`src/rtl/vb_pkg.sv`:
```
// vb_pkg: shared definitions for the vision block mode controller.
//   - default mode bus width and legal mode count
//   - bypass mode constant
//   - lock state encoding used by the lock FSM
package vb_pkg;

   localparam int MODE_W_DEF    = 3;
   localparam int NUM_MODES_DEF = 6;
   localparam int MODE_BYPASS   = 0;

   typedef enum logic [1:0] {
      NO_LOCK = 2'd0,
      LOCKING = 2'd1,
      LOCKED  = 2'd2
   } lock_st_e;

endpackage

```
`src/rtl/vb_geom_check.sv`:
```
// vb_geom_check: video timing edge detect and frame geometry check.
// Ports:
//   clk, rst        pixel clock, async active-high reset
//   vid_de          data enable
//   vid_vsync       vertical sync, active-high
//   first_set_i     forces the next frame to be treated as a partial first frame
//   vs_rise_o       pulse: vsync rising edge seen this cycle
//   frame_good_o    pulse with vs_rise_o: the frame that just ended had IMG_H
//                   lines of exactly IMG_W pixels and was not a first frame
module vb_geom_check #(
   parameter int IMG_W = 1280,
   parameter int IMG_H = 720
) (
   input  logic clk,
   input  logic rst,
   input  logic vid_de,
   input  logic vid_vsync,
   input  logic first_set_i,
   output logic vs_rise_o,
   output logic frame_good_o
);

   localparam logic [15:0] IMG_W_C = 16'(IMG_W);
   localparam logic [15:0] IMG_H_C = 16'(IMG_H);

   logic        de_q, vs_q;
   logic [15:0] pix_q, line_q;
   logic        bad_q, first_q;

   logic        de_fall, line_bad;
   logic [15:0] line_inc, line_eff;

   assign de_fall   = de_q & ~vid_de;
   assign vs_rise_o = ~vs_q & vid_vsync;
   assign line_bad  = de_fall & (pix_q != IMG_W_C);
   assign line_inc  = (line_q == 16'hFFFF) ? line_q : line_q + 16'd1;

   // A line ending on the vsync edge still belongs to the frame being closed.
   assign line_eff     = de_fall ? line_inc : line_q;
   assign frame_good_o = vs_rise_o & ~(bad_q | line_bad) & (line_eff == IMG_H_C) & ~first_q;

   always_ff @(posedge clk or posedge rst) begin
      if (rst) begin
         de_q    <= 1'b0;
         vs_q    <= 1'b0;
         pix_q   <= '0;
         line_q  <= '0;
         bad_q   <= 1'b0;
         first_q <= 1'b1;
      end else begin
         de_q <= vid_de;
         vs_q <= vid_vsync;
         if (vs_rise_o) begin
            pix_q   <= '0;
            line_q  <= '0;
            bad_q   <= 1'b0;
            first_q <= 1'b0;
         end else begin
            if (de_fall) begin
               bad_q  <= bad_q | line_bad;
               line_q <= line_inc;
               pix_q  <= '0;
            end else if (vid_de && pix_q != 16'hFFFF) begin
               pix_q <= pix_q + 16'd1;
            end
            if (first_set_i) first_q <= 1'b1;
         end
      end
   end

endmodule

```
`src/rtl/vb_mode_ctrl.sv`:
```
// vb_mode_ctrl: frame-synchronous mode controller for the vision block.
// Checks frame geometry, declares lock after LOCK_FRAMES consecutive good
// frames, accepts mode requests over valid/ready and applies them only on a
// vsync edge while locked. Mode output is forced to bypass (0) without lock.
// Optional feature macro: VB_MODE_AUTOCYCLE_EN (auto-step active mode every
// AUTO_PERIOD good locked frames when no request is pending).
// Ports:
//   clk, rst              pixel clock, async active-high reset
//   vid_de/hsync/vsync    video timing (hsync is not checked)
//   req_valid, req_mode   mode change request
//   req_ready             request slot free
//   mode                  mode driven to vb
//   locked                geometry lock
//   mode_err              one-cycle pulse on an illegal requested mode
//   frame_cnt             vsync edges seen since reset (wrapping)
module vb_mode_ctrl
   import vb_pkg::*;
#(
   parameter int IMG_W       = 1280,
   parameter int IMG_H       = 720,
   parameter int MODE_W      = MODE_W_DEF,
   parameter int NUM_MODES   = NUM_MODES_DEF,
   parameter int LOCK_FRAMES = 3,
   parameter int TIMEOUT     = 2000000,
   parameter int AUTO_PERIOD = 60
) (
   input  logic              clk,
   input  logic              rst,
   input  logic              vid_de,
   input  logic              vid_hsync,
   input  logic              vid_vsync,
   input  logic              req_valid,
   input  logic [MODE_W-1:0] req_mode,
   output logic              req_ready,
   output logic [MODE_W-1:0] mode,
   output logic              locked,
   output logic              mode_err,
   output logic [15:0]       frame_cnt
);

   localparam int                GC_W  = $clog2(LOCK_FRAMES + 1);
   localparam int                WD_W  = $clog2(TIMEOUT + 1);
   localparam logic [GC_W-1:0]   LF_C  = GC_W'(LOCK_FRAMES);
   localparam logic [WD_W-1:0]   WD_C  = WD_W'(TIMEOUT - 1);
   localparam logic [MODE_W:0]   NM_C  = (MODE_W + 1)'(NUM_MODES);
   localparam logic [MODE_W-1:0] BYP_C = MODE_W'(MODE_BYPASS);

   lock_st_e          state_q;
   logic [GC_W-1:0]   gcnt_q;
   logic [WD_W-1:0]   wd_q;
   logic              locked_q, rdy_q, err_q, pend_q;
   logic [MODE_W-1:0] mode_q, active_q, pend_mode_q;
   logic [15:0]       fcnt_q;

   logic              vs_rise, frame_good, wd_expire, lock_nx, xfer, legal;
   logic [GC_W-1:0]   gcnt_inc;
   logic [MODE_W-1:0] active_d, pend_mode_d;
   logic              pend_d, err_d;
   logic              unused_ok;

   vb_geom_check #(.IMG_W(IMG_W), .IMG_H(IMG_H)) u_geom (
      .clk         (clk),
      .rst         (rst),
      .vid_de      (vid_de),
      .vid_vsync   (vid_vsync),
      .first_set_i (wd_expire),
      .vs_rise_o   (vs_rise),
      .frame_good_o(frame_good)
   );

   // Watchdog fires while saturated; a vsync edge on the same cycle wins so
   // the frame it opens is not marked as a first frame again.
   assign wd_expire = (wd_q == WD_C) & ~vs_rise;
   assign gcnt_inc  = gcnt_q + GC_W'(1);

   // Lock state after this edge; mirrors the FSM below, needed early for the
   // mode-apply decision and the registered mode/locked outputs.
   always_comb begin
      lock_nx = 1'b0;
      if (vs_rise)
         lock_nx = frame_good & ((state_q == LOCKED) ||
                                 (state_q == LOCKING && gcnt_inc == LF_C) ||
                                 (state_q == NO_LOCK && LOCK_FRAMES == 1));
      else
         lock_nx = (state_q == LOCKED) & ~wd_expire;
   end

   assign xfer  = req_valid & rdy_q;
   assign legal = {1'b0, req_mode} < NM_C;

`ifdef VB_MODE_AUTOCYCLE_EN
   localparam int              AP_W = $clog2(AUTO_PERIOD + 1);
   localparam logic [AP_W-1:0] AP_C = AP_W'(AUTO_PERIOD - 1);
   logic [AP_W-1:0] auto_q, auto_d;
`endif

   // Pending request is applied from the value held before this edge, so a
   // request captured on the vsync edge itself waits for the next one.
   always_comb begin
      active_d    = active_q;
      pend_d      = pend_q;
      pend_mode_d = pend_mode_q;
`ifdef VB_MODE_AUTOCYCLE_EN
      auto_d      = auto_q;
`endif
      if (vs_rise && lock_nx) begin
         if (pend_q) begin
            active_d = pend_mode_q;
            pend_d   = 1'b0;
`ifdef VB_MODE_AUTOCYCLE_EN
            auto_d   = '0;
         end else if (auto_q == AP_C) begin
            active_d = (active_q == MODE_W'(NUM_MODES - 1)) ? '0 : active_q + MODE_W'(1);
            auto_d   = '0;
         end else begin
            auto_d   = auto_q + AP_W'(1);
`endif
         end
      end
      err_d = xfer & ~legal;
      if (xfer && legal) begin
         pend_d      = 1'b1;
         pend_mode_d = req_mode;
      end
   end

   always_ff @(posedge clk or posedge rst) begin
      if (rst) begin
         state_q     <= NO_LOCK;
         gcnt_q      <= '0;
         wd_q        <= '0;
         locked_q    <= 1'b0;
         mode_q      <= BYP_C;
         active_q    <= BYP_C;
         pend_q      <= 1'b0;
         pend_mode_q <= '0;
         rdy_q       <= 1'b1;
         err_q       <= 1'b0;
         fcnt_q      <= '0;
`ifdef VB_MODE_AUTOCYCLE_EN
         auto_q      <= '0;
`endif
      end else begin
         if (vs_rise)          wd_q <= '0;
         else if (wd_q != WD_C) wd_q <= wd_q + WD_W'(1);

         if (vs_rise) begin
            fcnt_q <= fcnt_q + 16'd1;
            case (state_q)
               NO_LOCK: if (frame_good) begin
                  if (LOCK_FRAMES == 1) state_q <= LOCKED;
                  else                  state_q <= LOCKING;
                  gcnt_q <= GC_W'(1);
               end
               LOCKING: if (frame_good) begin
                  gcnt_q <= gcnt_inc;
                  if (gcnt_inc == LF_C) state_q <= LOCKED;
               end else begin
                  state_q <= NO_LOCK;
                  gcnt_q  <= '0;
               end
               LOCKED: if (!frame_good) begin
                  state_q <= NO_LOCK;
                  gcnt_q  <= '0;
               end
               default: begin
                  state_q <= NO_LOCK;
                  gcnt_q  <= '0;
               end
            endcase
         end else if (wd_expire) begin
            state_q <= NO_LOCK;
            gcnt_q  <= '0;
         end

         locked_q    <= lock_nx;
         mode_q      <= lock_nx ? active_d : BYP_C;
         active_q    <= active_d;
         pend_q      <= pend_d;
         pend_mode_q <= pend_mode_d;
         rdy_q       <= ~pend_d;
         err_q       <= err_d;
`ifdef VB_MODE_AUTOCYCLE_EN
         auto_q      <= auto_d;
`endif
      end
   end

   assign req_ready = rdy_q;
   assign mode      = mode_q;
   assign locked    = locked_q;
   assign mode_err  = err_q;
   assign frame_cnt = fcnt_q;

`ifdef VB_MODE_AUTOCYCLE_EN
   assign unused_ok = &{1'b0, vid_hsync};
`else
   assign unused_ok = &{1'b0, vid_hsync, AUTO_PERIOD[0]};
`endif

endmodule

```
`config.mk`:
```
export PLATFORM = sky130hd
export DESIGN_NAME = vb_mode_ctrl
export DESIGN_NICKNAME = d
export VERILOG_FILES = /design/src/rtl/vb_pkg.sv /design/src/rtl/vb_geom_check.sv /design/src/rtl/vb_mode_ctrl.sv
export SDC_FILE = /design/constraint.sdc
export NUM_CORES = 1
export LEC_CHECK = 0
export CORE_AREA = 10 10 128 130
export CTS_CLUSTER_DIAMETER = 120
export DETAILED_ROUTE_END_ITERATION = 8
export DIE_AREA = 0 0 138 140
export PLACE_DENSITY = 0.58
export SLEW_MARGIN = 20
export SYNTH_ARGS = -nofsm -noshare
export SYNTH_HDL_FRONTEND = slang
export SYNTH_HIERARCHICAL = 1
export SYNTH_SLANG_ARGS = --single-unit
```
`constraint.sdc`:
```
create_clock -name clk -period 3.05 [get_ports clk]
set_input_delay 0.61 -clock clk [delete_from_list [all_inputs] [get_ports clk]]
set_output_delay 0.61 -clock clk [all_outputs]
set_load 0.1 [all_outputs]
```
# Word-level counts from Yosys, hierarchy flattened
# Cells that the tools add are included.
# op_classes
n_bitwise	20
addsub	5
n_reduce_logical	12
eq_ne	12
order_cmp	1
muxes	28
# ops
op	n
$mux 16	6
$add 16x1->16 const B	3
$mux 21	2
$add 21x1->21 const B	1
$eq 21x21->1 const B	1
$ne 21x21->1 const B	1
$eq 16x10->1 const B	1
$eq 16x16->1 const B	1
$mux 2	8
$ne 16x11->1 const B	1
$ne 16x16->1 const B	1
$pmux 2 s3	2
$and 1x1->1	11
$mux 3	3
$not 1->1	8
$mux 1	7
$ne 3x3->1 const B	2
$reduce_bool 2->1	3
$eq 2x2->1 const B	2
$logic_and 1x1->1	4
$ne 4x4->1 const B	1
$reduce_and 4->1	1
$lt 3x3->1 const B	1
$reduce_and 3->1	1
other kinds (6)	6
# totals
out_inout_bits	22
inputBits	9
regBits	90

# Longest topological paths before layout
# Gate-level depths: netlist (run 1).
# depth
depth_word	14
depth_mapped	11

# Modules after synthesis
# Netlist (run 1), hierarchy kept.
# by_module_without_submodules
mod	cells_per_inst	seq_area_each_um2	area_per_inst_um2	n_inst
vb_mode_ctrl	244	1352.5	2588.7	1
vb_geom_check	233	902.1	2193.4	1

# Worst setup path before layout (run 1)
# Ideal clock, no wire load.
# synth_timing
path_kind	input port to flip-flop
from	in vid_de
to	reg mode_q[1] (netlist: mode[1])
slack_ns	-0.087
setup_ns	0.131
required_ns	2.919
n_path_buf	1
path_stages	10
arrival_time_ns	3.006
path_cell_list	buf_4 > nand4b_1 > or4_1 > nor4_2 > o22ai_1 > nor4_2 > nand3_1 > a21oi_1 > mux2_2 > a21boi_1
# synth_between
elab_chain_len	13
# synth_rtl
item	line_no	rtl
start: declaration	vb_mode_ctrl.sv:29	input logic vid_de,
$not 1->1 *	vb_geom_check.sv:33	assign de_fall = de_q & ~vid_de;
$and 1x1->1 *	vb_geom_check.sv:33	
parallel branches: the longest is 4 deep, another holds $mux 16	-	
$and 1x1->1 * (2 in a row)	vb_geom_check.sv:40	assign frame_good_o = vs_rise_o & ~(bad_q | line_bad) & (line_eff == IMG_H_C) & ~first_q;
via frame_good	vb_mode_ctrl.sv:55	logic vs_rise, frame_good, wd_expire, lock_nx, xfer, legal;
$and 1x1->1 *	vb_mode_ctrl.sv:81	lock_nx = frame_good & ((state_q == LOCKED) ||
$mux 1 *	vb_mode_ctrl.sv:80	if (vs_rise)
$logic_and 1x1->1 *	vb_mode_ctrl.sv:106	if (vs_rise && lock_nx) begin
$mux 3 *	vb_mode_ctrl.sv:106	
via active_d[1]	vb_mode_ctrl.sv:57	logic [MODE_W-1:0] active_d, pend_mode_d;
$mux 3 *	vb_mode_ctrl.sv:177	mode_q <= lock_nx ? active_d : BYP_C;
end signal: assignment	vb_mode_ctrl.sv:177	
end: declaration	vb_mode_ctrl.sv:52	logic [MODE_W-1:0] mode_q, active_q, pend_mode_q;
# Mark *: on every way through the listed nets, which the timed path passes.
# A chain may end at the register's enable or synchronous reset.

# Final worst setup path (run 1)
# layout_timing
from	in vid_de
to	reg mode_q[2] (netlist: mode[2])
# The elaborated chain is that of the path after synthesis.

==> run metrics, run 1 <==
row count=between 40 and 50; pin count of the biggest net entering global routing=60; R2R Setup Slk=about 0.18 ns; reg-to-reg startpoint=u_geom/line_q[0]$_DFF_PP0_; setup_tns=0 ns; Mapped Area=about 0.0048 sq mm; static leakage=roughly 2.5 nW; starting density of the core=a little over a third; CP startpoint kind=input port; clock root cell=clkbuf_16; Async SR Flop Fraction=100%; vias in the first global route=3703; pwr/cell area=around 550 mW/mm^2; highest clock rate=344 MHz; CP arrival=around 3.1 ns; sequential share of power=between 40% and 50%; DIE AREA=between 0.015 and 0.02 sq mm; ANT cells=0; Worst Path Max Fanout=5; reg2reg path depth=10; post-route ant nets=0; Worst VDD drop=about 0.00024 V; WS Path Type=input port to flop; CTS Buf Count=9; CTS tree=yes; via count=3819; Worst Max-Slew Pin Slew=roughly 0.86 ns; internal power=roughly 2.2 mW; Comb pwr share=20.1%; max-cap viol count=0; WL/cell=14.7 um; Seq/Total Area, Yosys=47.1%; Most used DFF post-synth=dfrtp_1; Hold EP=req_ready$_DFF_PP1_; Hold WC Path Type=flop to flop; final cycle utilization of the critical path=~95%; min-delay src=pend_q$_DFF_PP0_; CTS clk-pin slew, worst paths=~0.060 ns; Final Max Slew Viols=0; register area=between 0.002 and 0.0025 sq mm; Final min period=approximately 2.9 ns; RSZ-0062 raised after global routing=false; syn_area_per_cell=10.0 sq um; WL final=about 11000 um; All-Layer GR Usage=11.1%; Synth area leader=dfrtp_1; final core occ=a little over two fifths; 1st-pass router iterations=4; initial antenna violation count=0; Worst EP required=between 3 and 4 ns; commonest cells after routing, fill and taps aside=dfrtp_1 (87), buf_4 (60), nor2_1 (46); clk sinks=90; hold path cells=1; Core Area=0.0138 sq mm; chip height=140 um; HPWL after DPL=about 7400 um; I/O Buffers=29; Bufs on Longest Clock Path=2; Syn Inst Count=around 480; H-tree levels=3; multi-input logic area=approximately 0.0025 sq mm; Slew HR=between 40% and 50%; Critical Path Sink Type=flop; most common library cell in the layout ignoring fill and taps=dfrtp_1; vias per cell=around 5.3; synth top area cells=dfrtp_1 (46%), xnor2_1 (5.1%), nor2_1 (3.7%); clock share of power=35.7%; reg2reg end=mode[2]$_DFF_PP0_; Layout area overhead=22.9%; Die W=138 um; share of the synthesized area in the top cell type=between 40% and 50%; Post-synth EDFFs=0; DRC violations left=0; syn_nets=between 400 and 500; worst skew pair latency=about 0.34 ns; Switching Share=roughly a third; # IOs=31; Synthesis Warnings=6; share of layout cells above drive strength 1=a little over a fifth; Clock Skews=0.00864 ns; final hold violation count=0; Sw Pwr=a little over 1 mW; Setup violations, final=0; fillers=1337; Synth cell types=65; # hold bufs at CTS=0; Nets=between 500 and 600; GR Overflow Total=0; post-synthesis register bit count=90; GP Congestion=between 0.8 and 0.9; run status=finished clean; initial DRC count=301; first-pass GRT wire length=between 15000 and 20000 um
==> metal layers <==
| layer | GRT usage (%) | vias up | wire length [um] |
|---|---|---|---|
| met5 | 0 | - | 0 |
| met4 | 5.05 | 0 | 191 |
| met3 | 1.86 | 13 | 223 |
| met2 | 18.1 | 44 | 5150 |
| met1 | 14.0 | 1886 | 5090 |
| li1 | - | 1876 | - |
==> synthesized netlist by cell type (3+ instances only) <==
cell type,number
dfrtp_1,88
nor2_1,47
nand2_1,35
xnor2_1,28
a21oi_1,26
nand3_1,18
nand4_1,15
o21ai_0,13
xor2_1,12
and3_1,11
and4_1,11
inv_1,10
or3_1,9
nor3_1,8
nor4b_1,8
clkbuf_1,7
nand2b_1,7
o21ai_1,7
o31ai_1,7
or4_1,7
ha_1,6
a211oi_1,5
a31oi_1,5
mux2_2,5
mux2i_1,5
nor4_1,5
nand3b_1,4
nor4_2,4
o211ai_1,4
a21boi_1,3
and3_2,3
buf_2,3
nand3_2,3
nand4b_1,3
nor2b_1,3
nor3b_1,3
==> per-stage QoR <==
step | cells | power [mW] | setup WS [ns] | instance area (sq um) | hold slack (ns)
6_report | 724 | 3.21 | 0.139 | 5880 | 0.436
5_1_grt | 724 | 3.35 | 0.0170 | 5880 | 0.477
4_1_cts | 721 | 3.24 | 0.110 | 5800 | 0.445
3_5_place_dp | 699 | 2.07 | -0.436 | 5400 | 0.437
3_3_place_gp | 699 | 2.06 | -0.342 | 5400 | 0.434
2_1_floorplan | 477 | 1.90 | 0.0384 | 4790 | 0.410
==> power groups by stage <==
stage,Combinational (mW),Sequential [mW],Clock (mW)
2_1_floorplan,0.193,1.70,0
3_3_place_gp,0.627,1.43,0
3_5_place_dp,0.635,1.44,0
4_1_cts,0.641,1.42,1.18
5_1_grt,0.692,1.44,1.22
6_report,0.645,1.42,1.15
==> critical path, stage by stage <==
cell and delay [ns]:
dlygate4sd2_1 0.27, nand3b_1 0.25, buf_4 0.18, nor2_2 0.20
and4_2 0.24, o221ai_1 0.20, nor4_4 0.33, nand3_1 0.13
a21oi_2 0.22, mux2_2 0.36, a21boi_1 0.13
==> sequential cells by signal, summed over array words and instances, names as in the netlist, 2 cells and up <==
signal         cells
pend_mode_q        3
frame_cnt         16
u_geom/line_q     16
wd_q              21
gcnt_q             2
u_geom/pix_q      16
active_q           3
state_q            2
mode               3
==> what timing repair did <==
action,in CTS,in global routing
pin swaps,3,2
buffers inserted,7,3
gates resized for setup,11,9
setup endpoints to repair,3,4
==> worst max path at each step <==
stage	start	end
2_1_floorplan	vid_de	mode[1]$_DFF_PP0_
3_3_place_gp	vid_de	mode[1]$_DFF_PP0_
3_5_place_dp	vid_de	mode[2]$_DFF_PP0_
4_1_cts	u_geom/line_q[1]$_DFF_PP0_	mode[2]$_DFF_PP0_
5_1_grt	u_geom/line_q[7]$_DFF_PP0_	mode[2]$_DFF_PP0_
6_report	vid_de	mode[2]$_DFF_PP0_
==> kinds of logic after synthesis <==
logic type | after synthesis | synth area share (%)
flops | 90 | 47.1
compound gates | 84 | 10.9
mux | 11 | 2.46
simple gates | 220 | 27.8
buf+inv | 26 | 2.77
xor+xnor | 40 | 7.33
fa+ha+maj | 6 | 1.57
==> final cells by class <==
type                       instances  area share [%]
clock buffer                      13            4.60
timing repair buffer              68            9.18
tap                              180            3.83
inverter                          10           0.639
multi-input combinational        361            42.8
clock inverter                     2           0.596
sequential                        90            38.4
(Power assumes the default switching activity.)
==> run 2, diff against run 1 <==
--- a/config.mk
+++ b/config.mk
@@ -5,10 +5,10 @@
 export SDC_FILE = /design/constraint.sdc
 export NUM_CORES = 1
 export LEC_CHECK = 0
-export CORE_AREA = 10 10 128 130
+export CORE_AREA = 10 10 177 96
 export CTS_CLUSTER_DIAMETER = 120
 export DETAILED_ROUTE_END_ITERATION = 8
-export DIE_AREA = 0 0 138 140
+export DIE_AREA = 0 0 187 106
 export PLACE_DENSITY = 0.58
 export SLEW_MARGIN = 20
 export SYNTH_ARGS = -nofsm -noshare
==> run 2 against run 1 <==
Routed wire length rose by 6.1%; final cell count rose by 2.2%; power fell by 2.0%; clock-buffer cell count fell by 4; sequential cell count did not move; global-route usage rose by 0.46 points; worst hold slack improved by 0.0015 ns; clock skew rose by 0.0046 ns; sequential share of layout area rose by 0.34 points; register-to-register slack got worse by 0.03 ns; combinational power fell by 1%; critical path depth fell by 1; critical path type is now flop to flop; largest cell class unchanged.
==> run metrics, run 2 (synthesized netlist as in run 1, its figures left out) <==
reg2reg path depth=10; Hold WC Path Type=flop to flop; initial DRC count=329; min-delay src=pend_q$_DFF_PP0_; Worst VDD drop=about 0.00027 V; Slowest cell on crit path=or4_2; clock share of power=34.6%; Worst Max-Slew Pin Slew=0.850 ns; Worst Path Max Fanout=4; pwr/cell area=roughly 540 mW/mm^2; 1st-pass router iterations=5; DRC violations left=0; ANT cells=0; via count=around 3800; static leakage=2.46 nW; clk sinks=90; Core Area=roughly 0.014 sq mm; GR Overflow Total=0; CP arrival=3.12 ns; Hold EP=req_ready$_DFF_PP1_; Cell Chain, Critical Path=ha_4 > nand2_1 > or4_2 > nand3_1 > o22ai_1 > nor4_4 > nand3_1 > a21oi_2 > mux2_2 > a21boi_1; Nets=around 550; Slew HR=43.1%; reg2reg end=mode[2]$_DFF_PP0_; max-cap viol count=0; Final Instance Area=roughly 0.0058 sq mm; Worst EP required=3.27 ns; chip height=roughly 110 um; All-Layer GR Usage=11.5%; WL final=approximately 11000 um; Final Max Slew Viols=0; pin count of the biggest net entering global routing=60; H-tree levels=3; Critical Path Sink Type=flop; Comb pwr share=20.2%; fin cells=740; DIE AREA=0.0198 sq mm; first-pass GRT wire length=~19000 um; WL/cell=between 15 and 20 um; HPWL after DPL=just over 8000 um; row count=31; commonest cells after routing, fill and taps aside=dfrtp_1 (87), buf_4 (58), nor2_1 (46); highest clock rate=around 340 MHz; max FFs per register=21; final hold violation count=0; share of layout cells above drive strength 1=20.8%; Placed Cells=a little over 700; I/O Buffers=29; fillers=between 1000 and 1500; most common library cell in the layout ignoring fill and taps=dfrtp_1; CTS clk-pin slew, worst paths=around 0.070 ns; R2R Setup Slk=0.15 ns; Die W=about 190 um; RSZ-0062 raised after global routing=false; initial antenna violation count=0; CTS tree=yes; hold path cells=1; GP Congestion=a little over 0.9; cell mode on critical path=nand3_1; final cycle utilization of the critical path=between 90 and 100%; Final min period=slightly below 3 ns; worst skew pair latency=between 0.3 and 0.4 ns; vias per cell=approximately 5.2; run status=finished clean; reg-to-reg startpoint=u_geom/line_q[1]$_DFF_PP0_; Switching Share=a little over a third; Bufs on Longest Clock Path=2; # IOs=31; CTS Buf Count=9; Setup violations, final=0; Post-DP Area=between 0.005 and 0.006 sq mm; starting density of the core=about 34%; sequential share of power=~45%; Layout area overhead=21.8%; Clock Skews=between 0.01 and 0.015 ns; hold slack final=~0.44 ns; Worst path max stage delay=approximately 0.68 ns; CP startpoint kind=flop; setup_tns=0 ns; Sw Pwr=around 1.1 mW; internal power=about 2.1 mW; vias in the first global route=3631; post-route ant nets=0; WS Path Type=flop to flop; clock root cell=clkbuf_16; Top reg by flops=wd_q
==> run 2: area by class of cell <==
| class | count | area (sq um) | share of cell area [%] |
|---|---|---|---|
| Sequential cell | 90 | 2260 | 38.7 |
| Clock inverter | 7 | 70.1 | 1.20 |
| Tap cell | 198 | 248 | 4.25 |
| Inverter | 10 | 37.5 | 0.644 |
| Timing Repair Buffer | 65 | 504 | 8.66 |
| Clock buffer | 9 | 225 | 3.87 |
| Multi-Input combinational cell | 361 | 2480 | 42.7 |
==> run 2: worst max-delay path, delay by kind of cell (launching register included) <==
| kind | cells | cell delay, ns |
|---|---|---|
| adder cells (fa/ha/maj) | 1 | 0.18 |
| flip-flops | 1 | 0.43 |
| multiplexers | 1 | 0.37 |
| AND/OR/NAND/NOR | 5 | 1.35 |
| AO/OA/AOI/OAI | 3 | 0.46 |
==> run 2: power by group through the flow <==
stage / clock network, mW / logic (mW) / registers (mW)
2_1_floorplan: 0 / 0.193 / 1.70
3_3_place_gp: 0 / 0.623 / 1.43
3_5_place_dp: 0 / 0.634 / 1.44
4_1_cts: 1.12 / 0.636 / 1.42
5_1_grt: 1.18 / 0.690 / 1.44
6_report: 1.09 / 0.637 / 1.42
==> run 2: per-stage QoR <==
stage	setup WS (ns)	utilization, %	power, mW
6_report	0.145	41.5	3.15
5_1_grt	0.000604	41.5	3.31
4_1_cts	0.0715	41.0	3.17
3_5_place_dp	-0.421	38.8	2.07
3_3_place_gp	-0.372	38.8	2.06
2_1_floorplan	0.0384	-	1.90
==> run 2: metal layers <==
layer / GRT usage (%) / vias to the layer above / wire [um] / share of wire (%)
li1: - / 1882 / - / -
met2: 15.0 / 93 / 4470 / 39
met5: 0 / - / 0 / 0
met1: 17.7 / 1851 / 6060 / 54
met3: 3.03 / 7 / 691 / 6.1
met4: 3.49 / 0 / 95 / 0.84
==> run 2: worst max-delay path by stage <==
stage / startpoint / to / slack [ns] / cells past startpoint
finish: u_geom/line_q[1]$_DFF_PP0_ / mode[2]$_DFF_PP0_ / 0.15 / 10
global route: vid_de / mode[2]$_DFF_PP0_ / 0.0006 / 11
CTS: vid_de / mode[1]$_DFF_PP0_ / 0.07 / 11
detailed placement: vid_de / mode[1]$_DFF_PP0_ / -0.42 / 10
global placement: vid_de / mode[2]$_DFF_PP0_ / -0.37 / 10
floorplan: vid_de / mode[1]$_DFF_PP0_ / 0.04 / 10
==> run 2: repair_timing <==
item	CTS	global route
hold buffers	0	0
buffers inserted	1	1
setup endpoints to repair	3	7
resized for setup	3	11
pin swaps	3	1
gates cloned	0	0
